$ cat src/rtl/dma_regbus_arbiter.sv
// ---------------------------------------------------------------------------
// dma_regbus_arbiter
//
// Shares the DMA controller's single internal register-bus port between two
// requesters: requester 0 (AXI4-Lite slave control path) and requester 1
// (descriptor/status engine). Each transfer is one 32-bit read or write that
// is arbitrated, issued downstream with a valid/ready handshake, and then
// acknowledged to its requester with a one-cycle ACK pulse.
//
// Parameters:
//   PRIORITY_MODE   0 = round-robin, 1 = fixed priority (requester 0 wins)
//   TIMEOUT_CYCLES  ISSUE cycles before a forced SLVERR (2..65535), only
//                   meaningful when the optional timeout is compiled in
//
// Optional feature macro: DMA_REGBUS_TIMEOUT_EN
//   Defined   -> a 16-bit counter aborts a stalled ISSUE with RESP=10.
//   Undefined -> ISSUE waits for reg_ready indefinitely; RESP is always 00.
//
// Ports:
//   clk, rst                    clock, asynchronous active-high reset
//   req0/1, wr0/1, addr0/1,
//   wdata0/1, strb0/1           requester transfer requests and fields
//   ack0/1                      one-cycle completion pulses
//   rdata, resp                 shared read data / response, valid with ack
//   reg_valid, reg_wr, reg_addr,
//   reg_wdata, reg_strb         downstream request
//   reg_ready, reg_rdata        downstream accept / read data
//   grant                       index of the current or last owner
// ---------------------------------------------------------------------------
module dma_regbus_arbiter #(
  parameter int PRIORITY_MODE  = 0,
  parameter int TIMEOUT_CYCLES = 256
) (
  input  logic        clk,
  input  logic        rst,
  input  logic        req0,
  input  logic        req1,
  input  logic        wr0,
  input  logic        wr1,
  input  logic [10:0] addr0,
  input  logic [10:0] addr1,
  input  logic [31:0] wdata0,
  input  logic [31:0] wdata1,
  input  logic [3:0]  strb0,
  input  logic [3:0]  strb1,
  output logic        ack0,
  output logic        ack1,
  output logic [31:0] rdata,
  output logic [1:0]  resp,
  output logic        reg_valid,
  output logic        reg_wr,
  output logic [10:0] reg_addr,
  output logic [31:0] reg_wdata,
  output logic [3:0]  reg_strb,
  input  logic        reg_ready,
  input  logic [31:0] reg_rdata,
  output logic        grant
);

  localparam logic [2:0] ST_IDLE  = 3'b001;
  localparam logic [2:0] ST_ISSUE = 3'b010;
  localparam logic [2:0] ST_RESP  = 3'b100;

  localparam logic [1:0] RESP_OKAY   = 2'b00;
  localparam logic [1:0] RESP_SLVERR = 2'b10;

  // Catch a timeout setting the 16-bit counter cannot represent.
  if (TIMEOUT_CYCLES < 2 || TIMEOUT_CYCLES > 65535) begin : g_bad_timeout
    $error("dma_regbus_arbiter: TIMEOUT_CYCLES must be within 2..65535");
  end

  logic [2:0]  state_q, state_d;
  logic        last_q, last_d;
  logic        grant_q, grant_d;
  logic        wr_q, wr_d;
  logic [10:0] addr_q, addr_d;
  logic [31:0] wdata_q, wdata_d;
  logic [3:0]  strb_q, strb_d;
  logic [31:0] rdata_q, rdata_d;
  logic [1:0]  resp_q, resp_d;
  logic        pick1;

`ifdef DMA_REGBUS_TIMEOUT_EN
  localparam logic [15:0] TIMEOUT_LAST = 16'(TIMEOUT_CYCLES - 1);
  logic [15:0] cnt_q, cnt_d;
`endif

  // Arbitration: a lone request always wins; under contention either
  // requester 0 wins outright or the one that was not served last wins.
  always_comb begin
    pick1 = 1'b0;
    if (req0 && req1) begin
      if (PRIORITY_MODE == 1) begin
        pick1 = 1'b0;
      end else begin
        pick1 = ~last_q;
      end
    end else begin
      pick1 = req1;
    end
  end

  // Next-state logic. The winning requester's fields are latched on grant so
  // the downstream request stays stable even if the requester misbehaves and
  // drops its request before the acknowledge.
  always_comb begin
    state_d = state_q;
    last_d  = last_q;
    grant_d = grant_q;
    wr_d    = wr_q;
    addr_d  = addr_q;
    wdata_d = wdata_q;
    strb_d  = strb_q;
    rdata_d = rdata_q;
    resp_d  = resp_q;
`ifdef DMA_REGBUS_TIMEOUT_EN
    cnt_d   = cnt_q;
`endif
    case (state_q)
      ST_IDLE: begin
        if (req0 || req1) begin
          grant_d = pick1;
          wr_d    = pick1 ? wr1 : wr0;
          // Word-align by masking the byte-lane bits.
          addr_d  = (pick1 ? addr1 : addr0) & 11'h7FC;
          wdata_d = pick1 ? wdata1 : wdata0;
          strb_d  = (pick1 ? wr1 : wr0) ? (pick1 ? strb1 : strb0) : 4'b0000;
          state_d = ST_ISSUE;
`ifdef DMA_REGBUS_TIMEOUT_EN
          cnt_d   = 16'd0;
`endif
        end
      end
      ST_ISSUE: begin
        // A ready in the final timeout cycle still completes normally.
        if (reg_ready) begin
          rdata_d = wr_q ? 32'h0 : reg_rdata;
          resp_d  = RESP_OKAY;
          state_d = ST_RESP;
        end
`ifdef DMA_REGBUS_TIMEOUT_EN
        else if (cnt_q == TIMEOUT_LAST) begin
          rdata_d = 32'h0;
          resp_d  = RESP_SLVERR;
          state_d = ST_RESP;
        end else begin
          cnt_d = cnt_q + 16'd1;
        end
`endif
      end
      ST_RESP: begin
        last_d  = grant_q;
        state_d = ST_IDLE;
      end
      default: begin
        state_d = ST_IDLE;
      end
    endcase
  end

  // State and hold registers; reset abandons any transfer in flight.
  always_ff @(posedge clk or posedge rst) begin
    if (rst) begin
      state_q <= ST_IDLE;
      last_q  <= 1'b1;
      grant_q <= 1'b0;
      wr_q    <= 1'b0;
      addr_q  <= 11'h0;
      wdata_q <= 32'h0;
      strb_q  <= 4'h0;
      rdata_q <= 32'h0;
      resp_q  <= RESP_OKAY;
`ifdef DMA_REGBUS_TIMEOUT_EN
      cnt_q   <= 16'd0;
`endif
    end else begin
      state_q <= state_d;
      last_q  <= last_d;
      grant_q <= grant_d;
      wr_q    <= wr_d;
      addr_q  <= addr_d;
      wdata_q <= wdata_d;
      strb_q  <= strb_d;
      rdata_q <= rdata_d;
      resp_q  <= resp_d;
`ifdef DMA_REGBUS_TIMEOUT_EN
      cnt_q   <= cnt_d;
`endif
    end
  end

  // Outputs come straight from state and hold registers, so valid and ack
  // can never overlap and everything is zero while reset is asserted.
  assign reg_valid = (state_q == ST_ISSUE);
  assign reg_wr    = wr_q;
  assign reg_addr  = addr_q;
  assign reg_wdata = wdata_q;
  assign reg_strb  = strb_q;
  assign ack0      = (state_q == ST_RESP) && !grant_q;
  assign ack1      = (state_q == ST_RESP) && grant_q;
  assign rdata     = rdata_q;
  assign resp      = resp_q;
  assign grant     = grant_q;

endmodule

$ cat config.mk
export PLATFORM = sky130hd
export DESIGN_NAME = dma_regbus_arbiter
export DESIGN_NICKNAME = d
export VERILOG_FILES = /design/src/rtl/dma_regbus_arbiter.sv
export SDC_FILE = /design/constraint.sdc
export NUM_CORES = 1
export LEC_CHECK = 0
export BUFFER_PORTS_ARGS = -buffer_cell sky130_fd_sc_hd__buf_2
export CORE_UTILIZATION = 47
export CTS_BUF_LIST = sky130_fd_sc_hd__clkbuf_8
export CTS_CLUSTER_DIAMETER = 50
export DETAILED_ROUTE_END_ITERATION = 8
export HOLD_SLACK_MARGIN = 0.02
export PLACE_DENSITY = 0.9
export SLEW_MARGIN = 20
export SYNTH_ARGS = -nofsm -noshare
export SYNTH_HDL_FRONTEND = slang
export SYNTH_SLANG_ARGS = --single-unit
$ cat constraint.sdc
create_clock -name clk -period 2.99 [get_ports clk]
set_input_delay 0.598 -clock clk [delete_from_list [all_inputs] [get_ports clk]]
set_output_delay 0.598 -clock clk [all_outputs]
set_load 0.05 [all_outputs]
==> results of run 1 <==
[power groups by stage]
stage          combinational (mW)  clock (mW)  sequential [mW]
6_report                     3.87       0.675             1.93
5_1_grt                      4.09       0.755             2.00
3_3_place_gp                 3.83           0             1.92
3_5_place_dp                 3.90           0             1.95
2_1_floorplan                1.34           0             3.68
4_1_cts                      3.91       0.704             1.94
[state kept, by name (all words and copies together), names as in the netlist]
signal	flops
grant	1
reg_strb	4
last_q	1
reg_wdata	32
reg_addr	9
rdata	32
state_q	3
reg_wr	1
[per-layer routing]
layer / vias to the layer above / track usage [%] / part of all wire [%]
met3: 21 / 4.55 / 7.0
met4: 0 / 8.21 / 2.2
li1: 1494 / - / -
met5: - / 0 / 0
met2: 140 / 35.3 / 49
met1: 1435 / 24.5 / 41
[area by class of cell]
class,count,area (um2),area share [%]
sequential,83,2080,38.8
inverter,3,12.5,0.233
clock buffer,10,138,2.57
clock inverter,5,22.5,0.420
timing repair buffer,216,1120,20.9
multi-input combinational,214,1860,34.7
tap,105,131,2.45
[through the flow]
stage	hold slack, ps	power (mW)	instances
finish	311	6.48	636
global route	348	6.84	636
CTS	320	6.55	636
detailed placement	465	5.85	621
global placement	457	5.74	621
floorplan	501	5.02	324
[placed cells by master (no fill, tap or decap), drive strengths merged, types with 3 or more instances in the layout]
cell and n:
buf 216, clkbuf 10, clkinv 4, conb 4
dfrtp 81, inv 4, mux2 88, mux2i 4
nand2 41, nand2b 32, nor2 3, o21ai 34
[synth_stat cells (2+ instances only)]
cell       n
dfrtp_1   81
mux2_4    51
nand2_1   41
mux2_2    37
o21ai_0   34
nand2b_1  32
buf_6      8
clkbuf_1   8
buf_4      4
mux2i_1    4
buf_2      3
inv_1      3
nor2_1     3
dfstp_2    2
[path summary, 6_finish.rpt]
kind,startpoint,end,slack [ps],cells after the start
worst max-delay path,state_q[2],reg_valid,920,2
worst min-delay path,rst,reg_wdata[22],310,2
worst max register to register,state_q[2],rdata[1],970,4
worst min register to register,rdata[27],rdata[27],480,2
max in group asynchronous,rst,state_q[0],1980,3
min in group clk,rdata[27],rdata[27],480,2
[cells by family (layout without fill, tap and decap cells)]
group / after synthesis / count (layout) / share of synthesized area, %
and+or+nand+nor: 80 / 80 / 9.84
other: 1 / 4 / 0.0916
buffers and inverters: 27 / 234 / 4.40
DFF: 83 / 83 / 50.8
AOI/OAI and AO/OA: 38 / 38 / 5.01
muxes: 92 / 92 / 29.9
[critical path, cell delays in order, from the launching register on]
cell and delay (ps):
dfrtp_1 420, nor3b_1 360, buf_2 350
==> results by group, run 1 <==
Outcome
  • Status: complete, no violations

Synthesis
  • Netlist cell types: 24
  • Synth area leaders: dfrtp_1 50%, mux2_4 19%, mux2_2 10%
  • FF+latch count, synth: 83
  • Synth area leader: dfrtp_1
  • Register area share after synthesis: 50.8%
  • Mapped Area: 0.00409 mm2
  • Fraction of registers with async set/reset: 100%
  • Cells after Synth: 321
  • Top-area cell type share of the netlist area: 49.5%
  • Commonest register cell after synthesis: dfrtp_1
  • Synth Warn #: 0
  • Mean Syn Cell Area: 12.8 um2
  • Post-synth EDFFs: 0

Timing
  • Final Hold Fails: 0
  • Achievable Freq: 0.484 GHz
  • Worst-Margin Slew: 796 ps
  • Setup tns final: 0 ps
  • Clock skew: 9.21 ps
  • Final period util: 69.1%
  • Slew headroom: 46.9%
  • Unrepaired setup endpoints after global routing: false
  • Final setup vio count: 0
  • Clock period minus worst slack: 2070 ps
  • Final WS setup: 924 ps
  • Slew Limit Fails: 0

Die
  • Num ports: 219
  • DIE WIDTH: 95.3 um
  • Rows: 33
  • Die H: 95.3 um
  • Die ar.: 0.00909 mm2
  • Core area: 0.00834 mm2
  • Initial core utilization: 49.1%

Pwr
  • Combinational share of power: 59.8%
  • Pint: 3.22 mW
  • Sw Ratio: 50.3%
  • Clock share of power: 10.4%
  • Switching power total: 3.26 mW
  • Seq pwr share: 29.8%
  • Max VDD drop: 0.594 mV
  • LEAKAGE: 2.86 nW
  • PwrDens: 1210 mW/mm2

Route
  • Via count: 3,090
  • WL final: 9190 um
  • Routed Antenna Nets: 0
  • DR DRC count: 0
  • First-pass DRT Iterations: 4
  • Vias per inst: 4.86
  • First DRT Iteration DRCs: 60
  • Wire length per cell: 14.5 um

Clocking
  • Clk pin slew, worst setup/hold paths: 80 ps
  • CTS Sinks: 83
  • Post-CTS sizing: 0
  • CTS Hold Bufs: 0
  • CTS Buf Count: 9
  • CTS Buffer Depth: 2
  • Root buffer cell: clkbuf_8
  • H-tree depth: 3
  • Postcts setup bufs: 0
  • CTS tree: yes
  • Clk_lat worst skew: 340 ps

Place
  • Post-DP Area: 0.00520 mm2
  • DP HPWL: 6870 um
  • RD Place Congestion: 0.730
  • Dpl ws: 829 ps
  • I/O Buffers: 210

Final layout
  • Layout cell share with drive strength beyond 1: 61.0%
  • Util after Layout: 64.3%
  • Antenna diodes: 0
  • Layout area overhead: 31.0%
  • Filler cells: 657
  • Post-route cell area: 0.00536 mm2
  • Final nets: 660

GRT
  • Vias in the first global route: 3,097
  • Global-route usage over all layers: 20.4%
  • Largest net degree at the start of global routing: 50
  • Initial antenna violation count: 0
  • First-pass GRT wire length: 14,200 um
  • Grt ovf: 0

Hold path
  • Hold Path Class: input pin to async pin

Setup path
  • Critical Path AT: 1470 ps
  • Setup crit end kind: primary output
  • CP startpoint kind: flop
  • CP Data Required Time: 2390 ps
  • Largest fanout on the critical path: 5
  • Critical path class: flop to primary output

Flow run
  • Max cap viols: 0
Note: power is estimated with default switching activity, not from simulation.
==> inputs of run 2 (changes only) <==
==> constraint.sdc (replaced) <==
create_clock -name clk -period 2.12 [get_ports clk]
set_input_delay 0.424 -clock clk [delete_from_list [all_inputs] [get_ports clk]]
set_output_delay 0.424 -clock clk [all_outputs]
set_load 0.05 [all_outputs]
==> run 2 against run 1 <==
Sequential cell count unchanged; clock skew up 5.6 ps; core utilization up 0.98 points; register-to-register slack worse by 610 ps; via count up 0.49%; largest cell class unchanged.
==> results by group, run 2 (synthesis results as in run 1) <==
Setup path
  • Setup crit end kind: primary output (unchanged)
  • CP max-delay cell: dfrtp_1 (unchanged)
  • Critical Path AT: 1410 ps (was 1470 ps)
  • R2r worst-path depth: 4 (unchanged)
  • R2r startpoint: state_q[0] (was state_q[2])
  • CP Data Required Time: 1700 ps (was 2390 ps)
  • Critical path's largest stage delay: 430 ps (was 420 ps)
  • FF-to-FF setup slack: 360 ps (was 970 ps)
  • Reg-to-reg endpoint: reg_wdata[26] (was rdata[1])
  • CP startpoint kind: flop (unchanged)
  • CP Cell Sequence: nor3b_1 -> buf_2 (unchanged)
  • Critical path class: flop to primary output (unchanged)
  • Largest fanout on the critical path: 5 (unchanged)

Pwr
  • PwrDens: 1740 mW/mm2 (was 1210 mW/mm2)
  • Sw Ratio: 49.0% (was 50.3%)
  • Pint: 4.82 mW (was 3.22 mW)
  • Max VDD drop: 1.02 mV (was 0.594 mV)
  • Switching power total: 4.64 mW (was 3.26 mW)
  • LEAKAGE: 2.89 nW (was 2.86 nW)
  • Seq pwr share: 29.0% (was 29.8%)
  • Final Power: 9.46 mW (was 6.48 mW)
  • Clock share of power: 13.0% (was 10.4%)
  • Combinational share of power: 58.1% (was 59.8%)

Route
  • DR DRC count: 0 (unchanged)
  • WL final: 9260 um (was 9190 um)
  • Wire length per cell: 14.5 um (about the same)
  • First-pass DRT Iterations: 4 (unchanged)
  • Via count: 3,105 (was 3,090)
  • Routed Antenna Nets: 0 (unchanged)
  • Vias per inst: 4.87 (was 4.86)
  • First DRT Iteration DRCs: 99 (was 60)

Die
  • Initial core utilization: 49.1% (unchanged)
  • Num ports: 219 (unchanged)
  • Rows: 33 (unchanged)
  • DIE WIDTH: 95.3 um (unchanged)
  • Die ar.: 0.00909 mm2 (unchanged)
  • Die H: 95.3 um (unchanged)
  • Core area: 0.00834 mm2 (unchanged)

GRT
  • Vias in the first global route: 3,146 (was 3,097)
  • Largest net degree at the start of global routing: 84 (was 50)
  • First-pass GRT wire length: 14,400 um (was 14,200 um)
  • Global-route usage over all layers: 20.6% (was 20.4%)
  • Grt ovf: 0 (unchanged)
  • Initial antenna violation count: 0 (unchanged)

Timing
  • Final setup vio count: 0 (unchanged)
  • Slew headroom: 66.1% (was 46.9%)
  • Setup tns final: 0 ps (unchanged)
  • Final Hold Fails: 0 (unchanged)
  • Achievable Freq: 0.544 GHz
  • Unrepaired setup endpoints after global routing: false (unchanged)
  • Clock skew: 14.9 ps (was 9.21 ps)
  • Final period util: 86.6%
  • Clock period minus worst slack: 1840 ps
  • Slew Limit Fails: 0 (unchanged)
  • Worst-Margin Slew: 508 ps (was 796 ps)

Place
  • Placed insts: 622 (was 621)
  • RD Place Congestion: 0.762 (was 0.730)
  • I/O Buffers: 210 (unchanged)
  • DP HPWL: 6850 um (was 6870 um)

Clocking
  • Post-CTS sizing: 0 (unchanged)
  • CTS Buffer Depth: 2 (unchanged)
  • CTS Sinks: 83 (unchanged)
  • CTS Hold Bufs: 0 (unchanged)
  • Postcts setup bufs: 0 (unchanged)
  • Root buffer cell: clkbuf_8 (unchanged)
  • CTS Buf Count: 9 (unchanged)
  • CTS tree: yes (unchanged)
  • Clk_lat worst skew: 340 ps (about the same)
  • H-tree depth: 3 (unchanged)
  • Clk pin slew, worst setup/hold paths: 90 ps (was 80 ps)

Hold path
  • Hold Path Class: input pin to async pin (unchanged)

Final layout
  • Layout area overhead: 33.0% (was 31.0%)
  • Most frequent cells in the layout: 210 x buf_2, 81 x dfrtp_1, 51 x mux2_4, 41 x nand2_1, 37 x mux2_2 (unchanged)
  • Layout cell share with drive strength beyond 1: 61.2% (was 61.0%)
  • Antenna diodes: 0 (unchanged)
  • Final Non-Filler Cells: 638 (was 636)
  • Final nets: 661 (was 660)
  • Filler cells: 645 (was 657)
  • Most common cell after layout, fill and taps aside: buf_2 (unchanged)

Flow run
  • Max cap viols: 0 (unchanged)

Outcome
  • Status: complete, no violations (unchanged)
run 2: cell types whose count changed in the layout (fill, tap and decap cells not counted):
cell / previous run / this run
clkinv_2: 4 / 1
bufinv_16: 0 / 2
buf_12: 2 / 3
clkinv_4: 0 / 1
clkinvlp_4: 0 / 1
run 2: power by group through the flow:
stage | clock network (mW) | logic (mW) | registers, mW
after detailed placement | 0 | 5.54 | 2.77
final | 1.23 | 5.49 | 2.74
after floorplan | 0 | 1.89 | 5.19
after global placement | 0 | 5.43 | 2.71
after global routing | 1.35 | 5.78 | 2.83
after CTS | 1.27 | 5.54 | 2.74
run 2: critical path, delay by kind of cell (launching register included):
| family | cells | cell delay, ps |
|---|---|---|
| buffers and inverters | 1 | 350 |
| DFF | 1 | 430 |
| and+or+nand+nor | 1 | 310 |
run 2: per-layer routing:
metal	part of all wire [%]	global-route usage [%]
met5	0	0
met4	3.0	9.72
met3	6.6	5.34
met2	49	35.1
met1	41	24.0
run 2: area by class of cell:
cell class                      count  area (um2)  share of cell area (%)
Clock buffer                       10         138                    2.53
Clock inverter                      6        81.3                    1.49
Inverter                            3        15.0                   0.276
Multi-Input combinational cell    214        1860                    34.1
Sequential cell                    83        2080                    38.2
Tap cell                          105         131                    2.41
Timing Repair Buffer              217        1140                    21.0
run 2: per-stage QoR:
step | instance area [um2] | utilization [%] | hold WS (ps) | worst slack (ps)
after floorplan | 4110 | - | 501 | 34.5
after global placement | 5230 | 62.7 | 458 | 381
after detailed placement | 5230 | 62.7 | 468 | 350
after CTS | 5450 | 65.3 | 217 | 268
after global routing | 5450 | 65.3 | 227 | 209
final | 5450 | 65.3 | 189 | 283
run 2: how the worst max path moves through the flow:
stage,startpoint,to,slack (ps),depth (start not counted)
after CTS,state_q[2],reg_valid,270,2
after global placement,req1,reg_wdata[0],380,5
final,state_q[2],reg_valid,280,2
after detailed placement,req1,reg_wdata[4],350,5
after floorplan,state_q[2],reg_valid,30,1
after global routing,state_q[1],reg_valid,210,2
==> inputs of run 3 (changes only) <==
--- a/config.mk
+++ b/config.mk
@@ -10,6 +10,7 @@
 export CTS_BUF_LIST = sky130_fd_sc_hd__clkbuf_8
 export CTS_CLUSTER_DIAMETER = 50
 export DETAILED_ROUTE_END_ITERATION = 8
+export GPL_TIMING_DRIVEN = 0
 export HOLD_SLACK_MARGIN = 0.02
 export PLACE_DENSITY = 0.9
 export SLEW_MARGIN = 20
==> constraint.sdc (replaced) <==
create_clock -name clk -period 1.99 [get_ports clk]
set_input_delay 0.398 -clock clk [delete_from_list [all_inputs] [get_ports clk]]
set_output_delay 0.398 -clock clk [all_outputs]
set_load 0.05 [all_outputs]
==> run 3 against run 2 <==
Sequential power is 8.0% higher; clock skew is 1.1 ps lower; die area stayed put; largest power group unchanged; final cell count is 3.0% higher; core utilization is 1.2 points higher; sequential share of layout area is 0.66 points lower.
==> results by group, run 3 (synthesis results as in run 1) <==
Hold path
  • Hold Path Class: input pin to async pin (unchanged)

Clocking
  • H-tree depth: 3 (unchanged)
  • CTS Buf Count: 9 (unchanged)
  • CTS Buffer Depth: 2 (unchanged)
  • Clk_lat worst skew: 350 ps (was 340 ps)
  • Postcts setup bufs: 0 (unchanged)
  • Post-CTS sizing: 0 (unchanged)
  • Clk pin slew, worst setup/hold paths: 90 ps (about the same)
  • CTS Hold Bufs: 0 (unchanged)
  • CTS tree: yes (unchanged)
  • Root buffer cell: clkbuf_8 (unchanged)
  • CTS Sinks: 83 (unchanged)

Route
  • WL final: 10,000 um (was 9260 um)
  • Wire length per cell: 15.2 um (was 14.5 um)
  • First-pass DRT Iterations: 4 (unchanged)
  • Via count: 3,203 (was 3,105)
  • Routed Antenna Nets: 0 (unchanged)
  • DR DRC count: 0 (unchanged)
  • First DRT Iteration DRCs: 58 (was 99)
  • Vias per inst: 4.88 (was 4.87)

Flow run
  • Max cap viols: 0 (unchanged)

Timing
  • Clock period minus worst slack: 1790 ps
  • Final Hold Fails: 0 (unchanged)
  • Unrepaired setup endpoints after global routing: false (unchanged)
  • Setup tns final: 0 ps (unchanged)
  • Worst-Margin Slew: 646 ps (was 508 ps)
  • Slew headroom: 56.8% (was 66.1%)
  • Achievable Freq: 0.558 GHz
  • Slew Limit Fails: 0 (unchanged)
  • Final period util: 90.0%
  • Final WS setup: 199 ps (was 283 ps)
  • Clock skew: 13.8 ps (was 14.9 ps)
  • Final setup vio count: 0 (unchanged)
  • Min Hold Slack: 136 ps (was 189 ps)

Pwr
  • Final Power: 10.1 mW (was 9.46 mW)
  • Clock share of power: 12.1% (was 13.0%)
  • Sw Ratio: 50.2% (was 49.0%)
  • LEAKAGE: 2.94 nW (was 2.89 nW)
  • PwrDens: 1820 mW/mm2 (was 1740 mW/mm2)
  • Max VDD drop: 1.07 mV (was 1.02 mV)
  • Switching power total: 5.07 mW (was 4.64 mW)
  • Pint: 5.04 mW (was 4.82 mW)
  • Seq pwr share: 29.2% (was 29.0%)
  • Combinational share of power: 58.6% (was 58.1%)

Final layout
  • Final Non-Filler Cells: 657 (was 638)
  • Final nets: 680 (was 661)
  • Antenna diodes: 0 (unchanged)
  • Layout cell share with drive strength beyond 1: 61.1% (was 61.2%)
  • Util after Layout: 66.4% (was 65.3%)
  • Filler cells: 650 (was 645)
  • Most frequent cells in the layout: 213 x buf_2, 81 x dfrtp_1, 51 x mux2_4, 41 x nand2_1, 37 x mux2_2 (was 210 x buf_2, 81 x dfrtp_1, 51 x mux2_4, 41 x nand2_1, 37 x mux2_2)
  • Most common cell after layout, fill and taps aside: buf_2 (unchanged)
  • Post-route cell area: 0.00554 mm2 (was 0.00545 mm2)
  • Layout area overhead: 35.4% (was 33.0%)

Setup path
  • R2r startpoint: state_q[0] (unchanged)
  • Critical Path AT: 2030 ps (was 1410 ps)
  • Setup crit end kind: flop (was primary output)
  • Buf/Inv on CP: 2 (was 1)
  • CP Cell Sequence: nor3b_2 -> o21a_1 -> buf_6 -> buf_6 -> mux2_2 (was nor3b_1 -> buf_2)
  • Reg-to-reg endpoint: reg_strb[0] (was reg_wdata[26])
  • CP max-delay cell: dfstp_2 (was dfrtp_1)
  • FF-to-FF setup slack: 200 ps (was 360 ps)
  • Largest delay contributor family on the critical path: flip-flops (unchanged)
  • CP startpoint kind: flop (unchanged)
  • Worst setup startpoint: state_q[0] (was state_q[2])
  • CP Data Required Time: 2220 ps (was 1700 ps)
  • Largest fanout on the critical path: 10 (was 5)
  • Critical path class: flop to flop (was flop to primary output)
  • WP depth: 5 (was 2)
  • Most used cell, CP: buf_6
  • Setup crit end: reg_strb[0] (was reg_valid)
  • Critical path's largest stage delay: 570 ps (was 430 ps)
  • R2r worst-path depth: 5 (was 4)

Place
  • Post-DP Area: 0.00534 mm2 (was 0.00523 mm2)
  • DP HPWL: 7790 um (was 6850 um)
  • RD Place Congestion: 0.735 (was 0.762)
  • Placed insts: 641 (was 622)
  • Dpl ws: 200 ps (was 350 ps)
  • I/O Buffers: 210 (unchanged)

GRT
  • Largest net degree at the start of global routing: 36 (was 84)
  • Vias in the first global route: 3,209 (was 3,146)
  • Grt ovf: 0 (unchanged)
  • First-pass GRT wire length: 15,400 um (was 14,400 um)
  • Global-route usage over all layers: 22.4% (was 20.6%)
  • Initial antenna violation count: 0 (unchanged)

Die
  • Core area: 0.00834 mm2 (unchanged)
  • Num ports: 219 (unchanged)
  • Die ar.: 0.00909 mm2 (unchanged)
  • Die H: 95.3 um (unchanged)
  • Initial core utilization: 49.1% (unchanged)
  • Rows: 33 (unchanged)
  • DIE WIDTH: 95.3 um (unchanged)

Outcome
  • Status: complete, no violations (unchanged)
[run 3: changes by cell type in the layout (fill, tap and decap cells not counted), moves of 2 or more]
cell,change
buf_12,-2
clkbuf_1,+8
buf_2,+3
inv_6,+3
buf_6,+8
inv_1,-2
[run 3: cell type report]
class,instances,area (um2),share of cell area (%)
Buffer,24,169,3.05
Clock buffer,9,124,2.24
Clock inverter,7,73.8,1.33
Inverter,3,15.0,0.271
Multi-Input combinational cell,214,1850,33.4
Sequential cell,83,2080,37.5
Tap cell,105,131,2.37
Timing Repair Buffer,212,1100,19.8
[run 3: power by group through the flow]
stage / registers, mW / logic [mW] / clock network [mW]
5_1_grt: 3.05 / 6.25 / 1.34
3_5_place_dp: 2.97 / 5.97 / 0
4_1_cts: 2.96 / 5.98 / 1.26
2_1_floorplan: 5.53 / 2.01 / 0
3_3_place_gp: 2.90 / 5.86 / 0
6_report: 2.96 / 5.93 / 1.23
[run 3: metal layers]
layer  GRT usage (%)  wire length (um)  up-vias
met1            25.8              4040     1521
met3            5.98               697       12
met5               0                 0        -
met2            40.2              5160      138
met4            6.69               123        0
li1                -                 -     1532
[run 3: how the worst min path moves through the flow]
stage	from	endpoint	depth (start not counted)
3_3_place_gp	rdata[17]	rdata[17]	2
2_1_floorplan	last_q	last_q	1
4_1_cts	rst	reg_wdata[9]	2
5_1_grt	rst	reg_wdata[8]	2
3_5_place_dp	rdata[16]	rdata[16]	2
6_report	rst	rdata[31]	2
